===== config.mk =====
export PLATFORM = sky130hd
export DESIGN_NAME = branch_ctrl_flat
export DESIGN_NICKNAME = d
export VERILOG_FILES = /design/src/rtl/branch_ctrl_if.sv /design/src/rtl/branch_ctrl.sv /design/src/flat_wrapper.sv
export SDC_FILE = /design/constraint.sdc
export NUM_CORES = 1
export LEC_CHECK = 0
export BUFFER_PORTS_ARGS = -buffer_cell sky130_fd_sc_hd__buf_2
export CAP_MARGIN = 30
export CORE_MARGIN = 2
export CORE_UTILIZATION = 45
export DETAILED_ROUTE_END_ITERATION = 8
export PLACE_DENSITY_LB_ADDON = 0.25
export SLEW_MARGIN = 20
export SYNTH_ARGS = -nofsm -noshare
export SYNTH_HDL_FRONTEND = slang
export SYNTH_SLANG_ARGS = --single-unit

===== constraint.sdc =====
create_clock -name clk -period 2.4 [get_ports clk]
set_input_delay 0.12 -clock clk [delete_from_list [all_inputs] [get_ports clk]]
set_output_delay 0.12 -clock clk [all_outputs]
set_load 0.01 [all_outputs]

===== src/rtl/branch_ctrl_if.sv =====
// Interface bundling the prediction lookup, execute-resolve, fetch-redirect and
// statistics signals of branch_ctrl.
interface branch_ctrl_if #(
    parameter int WIDTH = 32
);
    // Prediction lookup
    logic [WIDTH-1:0] fetch_pc;
    logic             pred_taken;

    // Execute-stage resolve handshake
    logic             ex_valid;
    logic             ex_ready;
    logic             ex_is_branch;
    logic             ex_branch_taken;
    logic             ex_pred_taken;
    logic [WIDTH-1:0] ex_pc;
    logic [WIDTH-1:0] ex_target;

    // Fetch redirect handshake and pipeline kill
    logic             redirect_valid;
    logic [WIDTH-1:0] redirect_pc;
    logic             redirect_ready;
    logic             flush;

    // Statistics
    logic [31:0]      branch_cnt;
    logic [31:0]      mispred_cnt;

    // The pipeline drives this side.
    modport master (
        output fetch_pc,
        input  pred_taken,
        output ex_valid,
        input  ex_ready,
        output ex_is_branch,
        output ex_branch_taken,
        output ex_pred_taken,
        output ex_pc,
        output ex_target,
        input  redirect_valid,
        input  redirect_pc,
        output redirect_ready,
        input  flush,
        input  branch_cnt,
        input  mispred_cnt
    );

    // branch_ctrl sits on this side.
    modport slave (
        input  fetch_pc,
        output pred_taken,
        input  ex_valid,
        output ex_ready,
        input  ex_is_branch,
        input  ex_branch_taken,
        input  ex_pred_taken,
        input  ex_pc,
        input  ex_target,
        output redirect_valid,
        output redirect_pc,
        input  redirect_ready,
        output flush,
        output branch_cnt,
        output mispred_cnt
    );
endinterface


===== src/rtl/branch_ctrl.sv =====
// Branch controller: 2-bit bimodal predictor, branch resolution, mispredict
// redirect handshake and a fixed-length flush pulse.
module branch_ctrl #(
    parameter int WIDTH        = 32,
    parameter int BHT_ENTRIES  = 16,
    parameter int FLUSH_CYCLES = 2
) (
    input  logic          clk,
    input  logic          rst_n,
    branch_ctrl_if.slave  bus
);
    localparam int IDX = $clog2(BHT_ENTRIES);

    localparam logic [1:0] S_IDLE     = 2'd0;
    localparam logic [1:0] S_REDIRECT = 2'd1;
    localparam logic [1:0] S_FLUSH    = 2'd2;

    localparam logic [3:0] FLUSH_LAST = 4'(FLUSH_CYCLES - 1);

    logic [1:0]       state;
    logic [1:0]       state_nxt;
    logic [3:0]       flush_left;
    logic [3:0]       flush_left_nxt;
    logic [WIDTH-1:0] redirect_pc_q;
    logic [31:0]      branch_cnt_q;
    logic [31:0]      mispred_cnt_q;

    logic [1:0]       bht [BHT_ENTRIES];

    logic [IDX-1:0]   fetch_idx;
    logic [IDX-1:0]   upd_idx;
    logic             accept;
    logic             mispredict;
    logic [1:0]       upd_ctr;
    logic [1:0]       upd_ctr_nxt;

    assign fetch_idx  = bus.fetch_pc[IDX+1:2];
    assign upd_idx    = bus.ex_pc[IDX+1:2];
    assign accept     = bus.ex_valid && bus.ex_ready && bus.ex_is_branch;
    assign mispredict = accept && (bus.ex_branch_taken != bus.ex_pred_taken);

    // Lookup reads the array directly, so a same-cycle update of the entry
    // shows up only after the clock edge.
    assign bus.pred_taken = bht[fetch_idx][1];

    assign bus.ex_ready       = (state == S_IDLE);
    assign bus.redirect_valid = (state == S_REDIRECT);
    assign bus.flush          = (state == S_FLUSH);
    assign bus.redirect_pc    = redirect_pc_q;
    assign bus.branch_cnt     = branch_cnt_q;
    assign bus.mispred_cnt    = mispred_cnt_q;

    // Saturating 2-bit counter step for the resolving branch.
    assign upd_ctr = bht[upd_idx];
    always_comb begin
        // NOTE: every combinational output gets a default first so no path
        // leaves it unassigned and infers a latch.
        upd_ctr_nxt = upd_ctr;
        if (bus.ex_branch_taken) begin
            if (upd_ctr != 2'b11) upd_ctr_nxt = upd_ctr + 2'b01;
        end else begin
            if (upd_ctr != 2'b00) upd_ctr_nxt = upd_ctr - 2'b01;
        end
    end

    // NOTE: the BHT is a small flop array, not a RAM, so it can and must take
    // the weakly-not-taken reset value on every entry.
    always_ff @(posedge clk or negedge rst_n) begin
        if (!rst_n) begin
            for (int i = 0; i < BHT_ENTRIES; i++) bht[i] <= 2'b01;
        end else if (accept) begin
            bht[upd_idx] <= upd_ctr_nxt;
        end
    end

    always_comb begin
        state_nxt      = state;
        flush_left_nxt = flush_left;
        case (state)
            S_IDLE: begin
                if (mispredict) state_nxt = S_REDIRECT;
            end
            S_REDIRECT: begin
                if (bus.redirect_ready) begin
                    state_nxt      = S_FLUSH;
                    flush_left_nxt = FLUSH_LAST;
                end
            end
            S_FLUSH: begin
                if (flush_left == 4'd0) state_nxt = S_IDLE;
                else                    flush_left_nxt = flush_left - 4'd1;
            end
            default: begin
                state_nxt      = S_IDLE;
                flush_left_nxt = 4'd0;
            end
        endcase
    end

    // NOTE: all state registers use non-blocking assignment so every flop
    // samples pre-edge values regardless of block ordering.
    always_ff @(posedge clk or negedge rst_n) begin
        if (!rst_n) begin
            state      <= S_IDLE;
            flush_left <= 4'd0;
        end else begin
            state      <= state_nxt;
            flush_left <= flush_left_nxt;
        end
    end

    // Restart address: the target if the branch really went, else fall-through.
    always_ff @(posedge clk or negedge rst_n) begin
        if (!rst_n) begin
            redirect_pc_q <= '0;
        end else if (mispredict) begin
            redirect_pc_q <= bus.ex_branch_taken ? bus.ex_target
                                                 : bus.ex_pc + WIDTH'(4);
        end
    end

    always_ff @(posedge clk or negedge rst_n) begin
        if (!rst_n) begin
            branch_cnt_q  <= 32'd0;
            mispred_cnt_q <= 32'd0;
        end else begin
            if (accept)     branch_cnt_q  <= branch_cnt_q + 32'd1;
            if (mispredict) mispred_cnt_q <= mispred_cnt_q + 32'd1;
        end
    end
endmodule


===== src/flat_wrapper.sv =====
// flat-port wrapper written by rule: the top's interface ports become plain ports
module branch_ctrl_flat 
#(
    parameter int WIDTH        = 32,
    parameter int BHT_ENTRIES  = 16,
    parameter int FLUSH_CYCLES = 2
)
  (clk, rst_n, bus_fetch_pc, bus_pred_taken, bus_ex_valid, bus_ex_ready, bus_ex_is_branch, bus_ex_branch_taken, bus_ex_pred_taken, bus_ex_pc, bus_ex_target, bus_redirect_valid, bus_redirect_pc, bus_redirect_ready, bus_flush, bus_branch_cnt, bus_mispred_cnt);
  branch_ctrl_if #(.WIDTH(WIDTH)) bus_i ();
  input  logic clk;
  input  logic rst_n;
  input wire logic [$bits(bus_i.fetch_pc)-1:0] bus_fetch_pc;
  output wire logic [$bits(bus_i.pred_taken)-1:0] bus_pred_taken;
  input wire logic [$bits(bus_i.ex_valid)-1:0] bus_ex_valid;
  output wire logic [$bits(bus_i.ex_ready)-1:0] bus_ex_ready;
  input wire logic [$bits(bus_i.ex_is_branch)-1:0] bus_ex_is_branch;
  input wire logic [$bits(bus_i.ex_branch_taken)-1:0] bus_ex_branch_taken;
  input wire logic [$bits(bus_i.ex_pred_taken)-1:0] bus_ex_pred_taken;
  input wire logic [$bits(bus_i.ex_pc)-1:0] bus_ex_pc;
  input wire logic [$bits(bus_i.ex_target)-1:0] bus_ex_target;
  output wire logic [$bits(bus_i.redirect_valid)-1:0] bus_redirect_valid;
  output wire logic [$bits(bus_i.redirect_pc)-1:0] bus_redirect_pc;
  input wire logic [$bits(bus_i.redirect_ready)-1:0] bus_redirect_ready;
  output wire logic [$bits(bus_i.flush)-1:0] bus_flush;
  output wire logic [$bits(bus_i.branch_cnt)-1:0] bus_branch_cnt;
  output wire logic [$bits(bus_i.mispred_cnt)-1:0] bus_mispred_cnt;
  assign bus_i.fetch_pc = bus_fetch_pc;
  assign bus_pred_taken = bus_i.pred_taken;
  assign bus_i.ex_valid = bus_ex_valid;
  assign bus_ex_ready = bus_i.ex_ready;
  assign bus_i.ex_is_branch = bus_ex_is_branch;
  assign bus_i.ex_branch_taken = bus_ex_branch_taken;
  assign bus_i.ex_pred_taken = bus_ex_pred_taken;
  assign bus_i.ex_pc = bus_ex_pc;
  assign bus_i.ex_target = bus_ex_target;
  assign bus_redirect_valid = bus_i.redirect_valid;
  assign bus_redirect_pc = bus_i.redirect_pc;
  assign bus_i.redirect_ready = bus_redirect_ready;
  assign bus_flush = bus_i.flush;
  assign bus_branch_cnt = bus_i.branch_cnt;
  assign bus_mispred_cnt = bus_i.mispred_cnt;
  branch_ctrl #(.WIDTH(WIDTH), .BHT_ENTRIES(BHT_ENTRIES), .FLUSH_CYCLES(FLUSH_CYCLES)) u_core (.clk(clk), .rst_n(rst_n), .bus(bus_i));
endmodule

==> flow_summary_export.csv <==
group,metric,value,unit
sta,hold_viol_final,0,
sta,setup_tns,0,ns
worst_setup_path,worst-r2r-cell-count,5,
cells_and_area,nNetsFinal,1000,
min_path,hold_path_depth,3,
cts,tritoncts_num_sinks,134,
placed_design,portBuffers,174,
sta,rsz0062_at_grt,"no",
floorplanning,dieArea,0.0169,sq mm
run,cap_violations,0,
sta,final-max-slew-violation-count,0,
synthesis,synth_top_area_share,41.3,%
global_routing,grt_overflow,0,
worst_setup_path,crit_path_end_kind,"flop",
placed_design,dpl.hpwl,12600,um
placed_design,dp_cells,1059,
cts,clk_pin_slew_worst_paths,0.06,ns
cts,clk_root_buffer_cell,"clkbuf_16",
placed_design,postPlaceCellArea,0.00835,sq mm
power,powerDensity,809,mW/mm^2
detailed_routing,drt_pass1_iterations,4,
worst_setup_path,critical_path.top_delay_family,"multiplexers",
cells_and_area,drive_gt1_share,33.4,%
synthesis,synth-seq-cells,134,
synthesis,async_flop_share,100,%
global_routing,grt_pass1_wl,28000,um
cts,cts_buffers,17,
detailed_routing,antenna_left,0,
worst_setup_path,cp_common_cell,"mux2_2",
cts,cts_buffer_depth,2,
synthesis,synth_cell_types,43,
synthesis,postSynthCellCount,674,
worst_setup_path,crit_type,"reg -> reg",
worst_setup_path,r2r-start,"u_core.bht[21]",
synthesis,ys_seq_area_share,47.2,%
worst_setup_path,worstSetupStartpointType,"flop",
worst_setup_path,critPathMaxFanout,8,
cts,cts_tree,"yes",
synthesis,syn_area_per_cell,10.6,sq um
floorplanning,pin_count,203,
cells_and_area,post-route-cell-area,0.00918,sq mm
min_path,hp-start,"bus_ex_target[11]",
worst_setup_path,max_stage_delay,0.53,ns
floorplanning,core_area,0.0157,sq mm
min_path,hold_path.class,"in -> reg",
worst_setup_path,path_buf_inv,0,
synthesis,synth.most_common_cell,"dfrtp_1",
floorplanning,start_util,45.5,%
synthesis,ys_top_cells_by_area,"dfrtp_1 41%, xnor2_1 6.7%, dfstp_2 5.9%",
synthesis,synth_flop_cell,"dfrtp_1",
worst_setup_path,critPathArrivalTime,2.58,ns
synthesis,netlist.top_cell.by_area,"dfrtp_1",
sta,setup_ws,0.170,ns
placed_design,place_ws,0.00552,ns
sta,min_period,2.23,ns
floorplanning,rows,46,
detailed_routing,wl_per_cell,15.5,um
power,p_leak,4.44,nW
synthesis,syn-cell-area,0.00715,sq mm
sta,hold_ws,0.0126,ns
detailed_routing,drcViolationCount,0,
global_routing,grt_usage,21.0,%
synthesis,yosys_warnings,0,
sta,skew,0.00798,ns
cells_and_area,stdcell_count,1117,
floorplanning,fp.dieW,130,um
global_routing,grt_start_max_net_pins,62,
placed_design,gp_congestion,0.820,
worst_setup_path,cp.required,2.75,ns
worst_setup_path,cp_cell_sequence,"mux4_1 > mux2_2 > maj3_2 > mux2_2 > mux2_2",
sta,fmax,448,MHz
worst_setup_path,cp_slowest_cell,"mux4_1",
sta,slew_headroom,61.1,%
synthesis,synth_nets,788,
detailed_routing,dr_total_vias,5870,
floorplanning,die_h,130,um
outcome,status,"complete, no violations",
synthesis,synth-edff-count,0,
synthesis,synth_commonest_cells,"118 x dfrtp_1, 75 x nand2_1, 55 x xnor2_1",
cells_and_area,fill_cells,1388,
min_path,holdPathEnd,"u_core.bus.redirect_pc[11]",
worst_setup_path,r2r_setup_slack,0.17,ns
detailed_routing,vias_per_cell,5.26,
power,power.total,7.42,mW
global_routing,antenna_found_initial,2,
sta,setup_viol,0,
cells_and_area,syn2layout_area_growth,28.4,%
global_routing,grt_pass1_vias,5688,
power,max-vdd-ir-drop,0.000493,V
worst_setup_path,r2r-end,"u_core.bht[28]",
detailed_routing,drtIter0Drc,275,
sta,tightest_slew,0.568,ns
cells_and_area,fin_util,58.4,%
cts,htree_levels,4,
detailed_routing,drt_wl_total,17400,um
sta,fin_crit_sh,92.9,%
cts,insertion_delay,0.42,ns
state kept, by name, indices dropped and copies added (netlist names):
register and flops:
u_core.bus.redirect_pc 32, u_core.state 2, u_core.bus.branch_cnt 32, u_core.bht 32
u_core.bus.mispred_cnt 32, u_core.flush_left 4
cell type report:
cell class | count | area, sq um | area share, %
multi-input combinational | 500 | 3610 | 39.4
sequential | 134 | 3370 | 36.8
timing repair buffer | 219 | 1290 | 14.0
clock buffer | 17 | 425 | 4.64
tap | 216 | 270 | 2.94
clock inverter | 15 | 149 | 1.62
inverter | 14 | 52.6 | 0.573
antenna | 2 | 5.00 | 0.0545
kinds of logic (layout without fill, tap and decap cells):
kind of cell | after synthesis | count (layout) | synth area share, %
buffers and inverters | 40 | 265 | 2.33
AO/OA/AOI/OAI | 71 | 71 | 5.93
other | 0 | 2 | 0
multiplexers | 71 | 71 | 13.8
XOR/XNOR | 77 | 77 | 9.43
flip-flops | 134 | 134 | 47.2
AND/OR/NAND/NOR | 266 | 266 | 18.8
adder cells (fa/ha/maj) | 15 | 15 | 2.52
how the worst max path moves through the flow:
| stage | startpoint | end | slack, ns | depth (start not counted) |
|---|---|---|---|---|
| 2_1_floorplan | u_core.state[0] | u_core.bus.branch_cnt[28] | 0.09 | 8 |
| 3_3_place_gp | bus_ex_pc[2] | u_core.bht[23] | 0.07 | 7 |
| 3_5_place_dp | bus_ex_pc[2] | u_core.bht[25] | 0.006 | 7 |
| 4_1_cts | u_core.state[0] | u_core.bus.mispred_cnt[12] | 0.12 | 9 |
| 5_1_grt | u_core.state[0] | u_core.bus.mispred_cnt[12] | 0.04 | 9 |
| 6_report | u_core.bht[21] | u_core.bht[28] | 0.17 | 5 |
worst register-to-register path, cell delays in order, from the launching register on:
cell	delay [ns]
dfrtp_1	0.39
mux4_1	0.53
mux2_2	0.29
maj3_2	0.32
mux2_2	0.34
mux2_2	0.29
routing by layer:
metal / GRT usage (%) / part of all wire (%)
met3: 4.47 / 5.7
met4: 8.29 / 2.1
met2: 33.9 / 46
met5: 0 / 0
met1: 27.9 / 46
placed cells by master (no fill, tap or decap), types with 5 or more instances in the layout:
cell,count
a21oi_1,11
and3_1,15
and4_1,11
buf_2,173
buf_4,20
clkbuf_16,17
clkinvlp_4,5
dfrtp_1,118
dfstp_2,16
dlygate4sd3_1,24
ha_1,10
inv_1,14
mux2_2,31
mux2_4,9
mux2i_1,18
mux4_1,7
mux4_2,6
nand2_1,74
nand2b_1,12
nand3_1,47
nand4_1,26
nor2_1,31
nor3_1,27
o21a_1,7
o21ai_0,35
o31ai_1,9
or3_1,6
xnor2_1,55
xor2_1,22
report_power, final:
group / switching (mW) / internal, mW
Combinational: 0.954 / 0.836
Sequential: 0.314 / 2.80
Clock: 1.07 / 1.45
Total: 2.34 / 5.08
timing repair:
action | 4_1_cts | 5_1_grt
hold buffers | 24 | 0
gates resized for setup | 0 | 3
endpoints found under the hold margin | 80 | 0
setup buffers | 0 | 0
setup endpoints to repair | 0 | 12
Note: power is estimated with default switching activity, not from simulation.
